## config.mk

```make
export PLATFORM = sky130hd
export DESIGN_NAME = completion_monitor_flat
export DESIGN_NICKNAME = d
export VERILOG_FILES = /design/src/rtl/completion_monitor_if.sv /design/src/rtl/completion_monitor.sv /design/src/flat_wrapper.sv
export SDC_FILE = /design/constraint.sdc
export NUM_CORES = 1
export LEC_CHECK = 0
export CAP_MARGIN = 5
export CORE_MARGIN = 5
export CORE_UTILIZATION = 43
export CTS_CLUSTER_DIAMETER = 50
export CTS_CLUSTER_SIZE = 28
export DETAILED_ROUTE_END_ITERATION = 12
export PLACE_DENSITY_LB_ADDON = 0.3
export SLEW_MARGIN = 20
export SYNTH_ARGS = -nofsm -noshare
export SYNTH_HDL_FRONTEND = slang
export SYNTH_SLANG_ARGS = --single-unit
```

## constraint.sdc

```tcl
create_clock -name clk -period 1.7 [get_ports clk]
set_input_delay 0.425 -clock clk [delete_from_list [all_inputs] [get_ports clk]]
set_output_delay 0.425 -clock clk [all_outputs]
set_load 0.02 [all_outputs]
```

## src/rtl/completion_monitor_if.sv

```systemverilog
// Bundle of run-control inputs and status outputs exchanged between a test
// sequencer (master) and the completion monitor (slave).
interface completion_monitor_if #(
    parameter int N_CH  = 6,
    parameter int CNT_W = 16
);
    localparam int FF_W = (N_CH > 1) ? $clog2(N_CH) : 1;

    logic             start;
    logic [N_CH-1:0]  ch_done;
    logic [N_CH-1:0]  ch_fail;

    logic             busy;
    logic             completed;
    logic             passed;
    logic             timed_out;
    logic [N_CH-1:0]  done_vec;
    logic [N_CH-1:0]  fail_vec;
    logic [CNT_W-1:0] elapsed;
    logic             fail_valid;
    logic [FF_W-1:0]  first_fail;

    modport master (
        output start, ch_done, ch_fail,
        input  busy, completed, passed, timed_out,
        input  done_vec, fail_vec, elapsed, fail_valid, first_fail
    );

    modport slave (
        input  start, ch_done, ch_fail,
        output busy, completed, passed, timed_out,
        output done_vec, fail_vec, elapsed, fail_valid, first_fail
    );
endinterface

```

## src/rtl/completion_monitor.sv

```systemverilog
// Tracks per-channel done/fail flags across a test run, reporting completion,
// pass/fail, timeout, elapsed cycles and the first failing channel.
module completion_monitor #(
    parameter int              N_CH    = 6,
    parameter int              CNT_W   = 16,
    parameter int              TIMEOUT = 1000,
    parameter logic [N_CH-1:0] CH_MASK = {N_CH{1'b1}}
) (
    input logic                 clk,
    input logic                 rst_n,
    completion_monitor_if.slave bus
);
    localparam int FF_W = (N_CH > 1) ? $clog2(N_CH) : 1;
    localparam bit TMO_EN = (TIMEOUT != 0);
    localparam logic [CNT_W-1:0] TMO_LAST = TMO_EN ? CNT_W'(TIMEOUT - 1) : '0;

    generate
        if (N_CH < 1 || N_CH > 32) begin : g_bad_nch
            $error("completion_monitor: N_CH must be in 1..32");
        end
        if (TIMEOUT < 0 || 64'(TIMEOUT) >= (64'd1 << CNT_W)) begin : g_bad_tmo
            $error("completion_monitor: TIMEOUT must fit in CNT_W bits");
        end
    endgenerate

    typedef enum logic [1:0] {
        IDLE,
        RUN,
        DONE,
        TMO
    } state_t;

    state_t           state;
    logic             busy;
    logic             completed;
    logic             passed;
    logic             timed_out;
    logic [N_CH-1:0]  done_vec;
    logic [N_CH-1:0]  fail_vec;
    logic [CNT_W-1:0] elapsed;
    logic             fail_valid;
    logic [FF_W-1:0]  first_fail;

    logic [N_CH-1:0]  done_nxt;
    logic [N_CH-1:0]  fail_new;
    logic [N_CH-1:0]  fail_nxt;
    logic             all_done;
    logic             tmo_hit;
    logic [CNT_W-1:0] elapsed_inc;
    logic [FF_W-1:0]  new_idx;

    // NOTE: every combinational output gets a default before any conditional
    // update, so no path leaves a value unassigned and no latch is inferred.
    always_comb begin
        done_nxt    = done_vec | (bus.ch_done & CH_MASK);
        fail_new    = bus.ch_done & bus.ch_fail & CH_MASK;
        fail_nxt    = fail_vec | fail_new;
        // Masked-out channels count as done, so CH_MASK==0 completes at once.
        all_done    = &(done_nxt | ~CH_MASK);
        tmo_hit     = TMO_EN && (elapsed == TMO_LAST);
        elapsed_inc = (&elapsed) ? elapsed : elapsed + CNT_W'(1);
        new_idx     = '0;
        for (int i = N_CH - 1; i >= 0; i--) begin
            if (fail_new[i]) new_idx = FF_W'(i);
        end
    end

    // NOTE: sequential state uses non-blocking assignments so every register
    // samples the pre-edge values regardless of statement order.
    always_ff @(posedge clk or negedge rst_n) begin
        if (!rst_n) begin
            state      <= IDLE;
            busy       <= 1'b0;
            completed  <= 1'b0;
            passed     <= 1'b0;
            timed_out  <= 1'b0;
            done_vec   <= '0;
            fail_vec   <= '0;
            elapsed    <= '0;
            fail_valid <= 1'b0;
            first_fail <= '0;
        end else if (bus.start) begin
            // Start wins in every state; channel inputs on this edge are dropped.
            state      <= RUN;
            busy       <= 1'b1;
            completed  <= 1'b0;
            passed     <= 1'b0;
            timed_out  <= 1'b0;
            done_vec   <= '0;
            fail_vec   <= '0;
            elapsed    <= '0;
            fail_valid <= 1'b0;
            first_fail <= '0;
        end else if (state == RUN) begin
            done_vec <= done_nxt;
            fail_vec <= fail_nxt;
            elapsed  <= elapsed_inc;
            if (!fail_valid && (fail_new != '0)) begin
                fail_valid <= 1'b1;
                first_fail <= new_idx;
            end
            // Completion outranks a coincident timeout.
            if (all_done) begin
                state     <= DONE;
                busy      <= 1'b0;
                completed <= 1'b1;
                passed    <= (fail_nxt == '0);
            end else if (tmo_hit) begin
                state     <= TMO;
                busy      <= 1'b0;
                timed_out <= 1'b1;
            end
        end
    end

    assign bus.busy       = busy;
    assign bus.completed  = completed;
    assign bus.passed     = passed;
    assign bus.timed_out  = timed_out;
    assign bus.done_vec   = done_vec;
    assign bus.fail_vec   = fail_vec;
    assign bus.elapsed    = elapsed;
    assign bus.fail_valid = fail_valid;
    assign bus.first_fail = first_fail;
endmodule

```

## src/flat_wrapper.sv

```systemverilog
// flat-port wrapper written by rule: the top's interface ports become plain ports
module completion_monitor_flat 
#(
    parameter int              N_CH    = 6,
    parameter int              CNT_W   = 16,
    parameter int              TIMEOUT = 1000,
    parameter logic [N_CH-1:0] CH_MASK = {N_CH{1'b1}}
)
  (clk, rst_n, bus_start, bus_ch_done, bus_ch_fail, bus_busy, bus_completed, bus_passed, bus_timed_out, bus_done_vec, bus_fail_vec, bus_elapsed, bus_fail_valid, bus_first_fail);
  completion_monitor_if #(.N_CH(N_CH), .CNT_W(CNT_W)) bus_i ();
  input logic clk;
  input logic rst_n;
  input wire logic [$bits(bus_i.start)-1:0] bus_start;
  input wire logic [$bits(bus_i.ch_done)-1:0] bus_ch_done;
  input wire logic [$bits(bus_i.ch_fail)-1:0] bus_ch_fail;
  output wire logic [$bits(bus_i.busy)-1:0] bus_busy;
  output wire logic [$bits(bus_i.completed)-1:0] bus_completed;
  output wire logic [$bits(bus_i.passed)-1:0] bus_passed;
  output wire logic [$bits(bus_i.timed_out)-1:0] bus_timed_out;
  output wire logic [$bits(bus_i.done_vec)-1:0] bus_done_vec;
  output wire logic [$bits(bus_i.fail_vec)-1:0] bus_fail_vec;
  output wire logic [$bits(bus_i.elapsed)-1:0] bus_elapsed;
  output wire logic [$bits(bus_i.fail_valid)-1:0] bus_fail_valid;
  output wire logic [$bits(bus_i.first_fail)-1:0] bus_first_fail;
  assign bus_i.start = bus_start;
  assign bus_i.ch_done = bus_ch_done;
  assign bus_i.ch_fail = bus_ch_fail;
  assign bus_busy = bus_i.busy;
  assign bus_completed = bus_i.completed;
  assign bus_passed = bus_i.passed;
  assign bus_timed_out = bus_i.timed_out;
  assign bus_done_vec = bus_i.done_vec;
  assign bus_fail_vec = bus_i.fail_vec;
  assign bus_elapsed = bus_i.elapsed;
  assign bus_fail_valid = bus_i.fail_valid;
  assign bus_first_fail = bus_i.first_fail;
  completion_monitor #(.N_CH(N_CH), .CNT_W(CNT_W), .TIMEOUT(TIMEOUT), .CH_MASK(CH_MASK)) u_core (.clk(clk), .rst_n(rst_n), .bus(bus_i));
endmodule
```

==> out/summary.txt <==
Violated checks = setup timing
DIE AREA = 0.00579 mm2
Final hold vios = 0
Sw frac = 0.293
Share of cells above drive strength 1 = 0.339
Final worst-path cycle share = 1.02
Commonest cells post-synth = dfrtp_1, a21oi_1, nor2_1
Largest family of logic cells by synthesized area = simple AND/OR/NAND/NOR gates
Clk pwr share = 0.301
Setup CP Type = reg -> reg
Count leader, synth = dfrtp_1
Worst Setup SP = u_core.bus.elapsed[9]
Status = finished with violations
Synth Register Bits = 38
1st-pass router iterations = 4
Worst hold path class = in -> async
CP Max Fanout = 6
Wire per inst = 16.3 um
Adder-Cell Fraction of Synth Area = 0.00666
Maxcap violations = 0
Yosys cell types = 45
Minimum clock period = 1730 ps
Post-Syn Instances = 191
Measured slew at the worst slew-check pin = 364 ps
Initial core utilization = 0.437
Seq. cell area = 960 um2
# rows = 24
Die Height = 76.1 um
Final Slew Violations = 0
Hold Worst Slack = 37.1 ps
Area of the core = 0.00429 mm2
Initial antenna violation count = 0
Vias in the first global route = 1975
Final global-route overflow total = 0
Static Leakage = 0.00155 uW
Vias = 1965
Syn Area/Cell = 9.83 um2
Final WL = 5800 um
# DRC = 0
Mapped cell area = 0.00188 mm2
# hold bufs at CTS = 0
Net Count, Synth = 207
RSZ-0062 raised after global routing = true
Worst-Skew Late Latency = 290 ps
ANT cells = 0
Final HPWL DP = 4050 um
Syn-to-layout area delta = 62.8%
Ports = 51
Total power = 2150 uW
Die width = 76.1 um
Top cell type's share of synthesized area = 0.506
Internal power = 1520 uW
CTS Sinks = 38
Initial DRC count = 120
Vias per cell = 5.52
H-Tree Depth = 2
Gate power share = 0.231
Clock slew at reported path FFs = 80 ps
Mux contribution to synthesized area = 0.00533
CTS Buf Count = 5
Total GRT Usage = 0.196
Post-route ant nets = 0
Largest net degree at the start of global routing = 40
Max Buffers Root-to-Sink = 2
GPL Wtd Cong = 0.823
Main synth FF type = dfrtp_1
Reg2Reg Launch Point = u_core.bus.elapsed[9]
IO buf count = 50
First-pass GRT wire length = 9470 um
Synth Area in XOR/XNOR = 0.00466
Simple-Gate Fraction of Synth Area = 0.230
Compound-gate portion of the synthesized area = 0.217
Seq/Total Area, Yosys = 0.506
Fillcell total = 358
Net switching power = 629 uW
Worst rel slew slack = 0.756
Syn. warnings = 0
Fin Clk Skew = 9.45 ps
Root buffer cell = clkbuf_8
FMAX = 0.579 GHz
Nets = 319
Worst path arrival time = 1950 ps
Crit path required time = 1930 ps
Critical Path End Type = flop
Post-synth EDFFs = 0
Power Density = 702 mW/mm2
Synth area leader = dfrtp_1
Worst VDD drop = 615 uV
Final setup margin = -27.2 ps
Synth top area cells = dfrtp_1, a21oi_1, nor2_1
Post-synthesis async set-or-reset flop share = 1.00
Multi-input gate area = 970 um2
Seq pwr share = 0.468
Startpoint Class = flop
CTS tree = built
Final Setup Violations = 2
R2R Setup Slk = -30 ps
## power groups by stage
stage,registers (uW),clock network (uW),logic [uW]
2_1_floorplan,1080,0,162
3_3_place_gp,1020,0,495
3_5_place_dp,1020,0,503
4_1_cts,1000,655,489
5_1_grt,1010,699,544
6_report,1000,645,496
## layout make-up
type,count,area share
clock buffers,7,0.0282
well taps,52,0.0213
clock inverters,1,0.00164
multi-input cells,142,0.317
repair buffers,112,0.313
flip-flops and latches,38,0.314
inverters,4,0.00491
## timing repair
| action | 4_1_cts | 5_1_grt |
|---|---|---|
| cloned | 0 | 1 |
| setup endpoints to repair | 46 | 23 |
| resized for setup | 45 | 20 |
| buffers inserted | 6 | 7 |
| pin swaps | 12 | 15 |
## cells in the final DEF (no fill, tap or decap), drive strengths merged, types with 2 or more instances in the layout
cell           count
nand2b             2
o41ai              2
nand2             10
nand3              8
nor2              21
dlygate4sd2       36
a21oi             24
a22oi              4
clkbuf             7
o21ai              6
inv                4
o31ai              7
and3               3
nand4              4
or3                7
nor3               6
nor4               5
a31oi              7
buf               63
dlymetal6s2s       8
or4                7
clkdlybuf4s50      5
dfrtp             38
o22ai              3
## state kept, by name, summed over array words and instances, names as in the netlist
register	count
u_core.bus.completed	1
u_core.state	2
u_core.bus.timed_out	1
u_core.bus.passed	1
u_core.bus.elapsed	16
u_core.bus.fail_vec	6
u_core.bus.fail_valid	1
u_core.bus.done_vec	6
u_core.bus.first_fail	3
u_core.bus.busy	1
## final timing paths
path,to,depth (start not counted)
worst max-delay path,u_core.bus.elapsed[13],6
worst min-delay path,u_core.bus.done_vec[0],1
worst max register to register,u_core.bus.elapsed[13],6
worst min register to register,u_core.bus.completed,2
max in group asynchronous,u_core.bus.fail_vec[2],2
min in group clk,u_core.bus.completed,2
## worst max-delay path, cell delays in order (launching register included)
cell	delay [ps]
dfrtp_2	440
nand4_1	230
buf_4	160
nor3_1	40
buf_4	160
or4b_1	500
a21oi_1	130
## metal layers
layer	GRT usage	wire, um	vias up
li1	-	-	958
met5	0	0	-
met1	0.249	2540	961
met3	0.0485	187	8
met4	0.0612	85	0
met2	0.329	2980	38
## logic make-up after synthesis
| group | after synthesis |
|---|---|
| flip-flops | 38 |
| multiplexers | 1 |
| AND/OR/NAND/NOR | 78 |
| AO/OA/AOI/OAI | 61 |
| XOR/XNOR | 1 |
| buffers and inverters | 11 |
| adder cells (fa/ha/maj) | 1 |
## stage by stage
stage               worst slack (ps)  TNS (ps)  cell area (um2)  instances   util
floorplan                      -81.2      -243             1900        191      -
global placement                -429     -2220             2790        334  0.650
detailed placement              -450     -3110             2790        334  0.650
CTS                             1.60         0             2930        348  0.682
global route                    -138     -1270             3060        356  0.712
finish                         -27.2     -49.6             3060        356  0.712
Power figures use the tool's default switching activity.
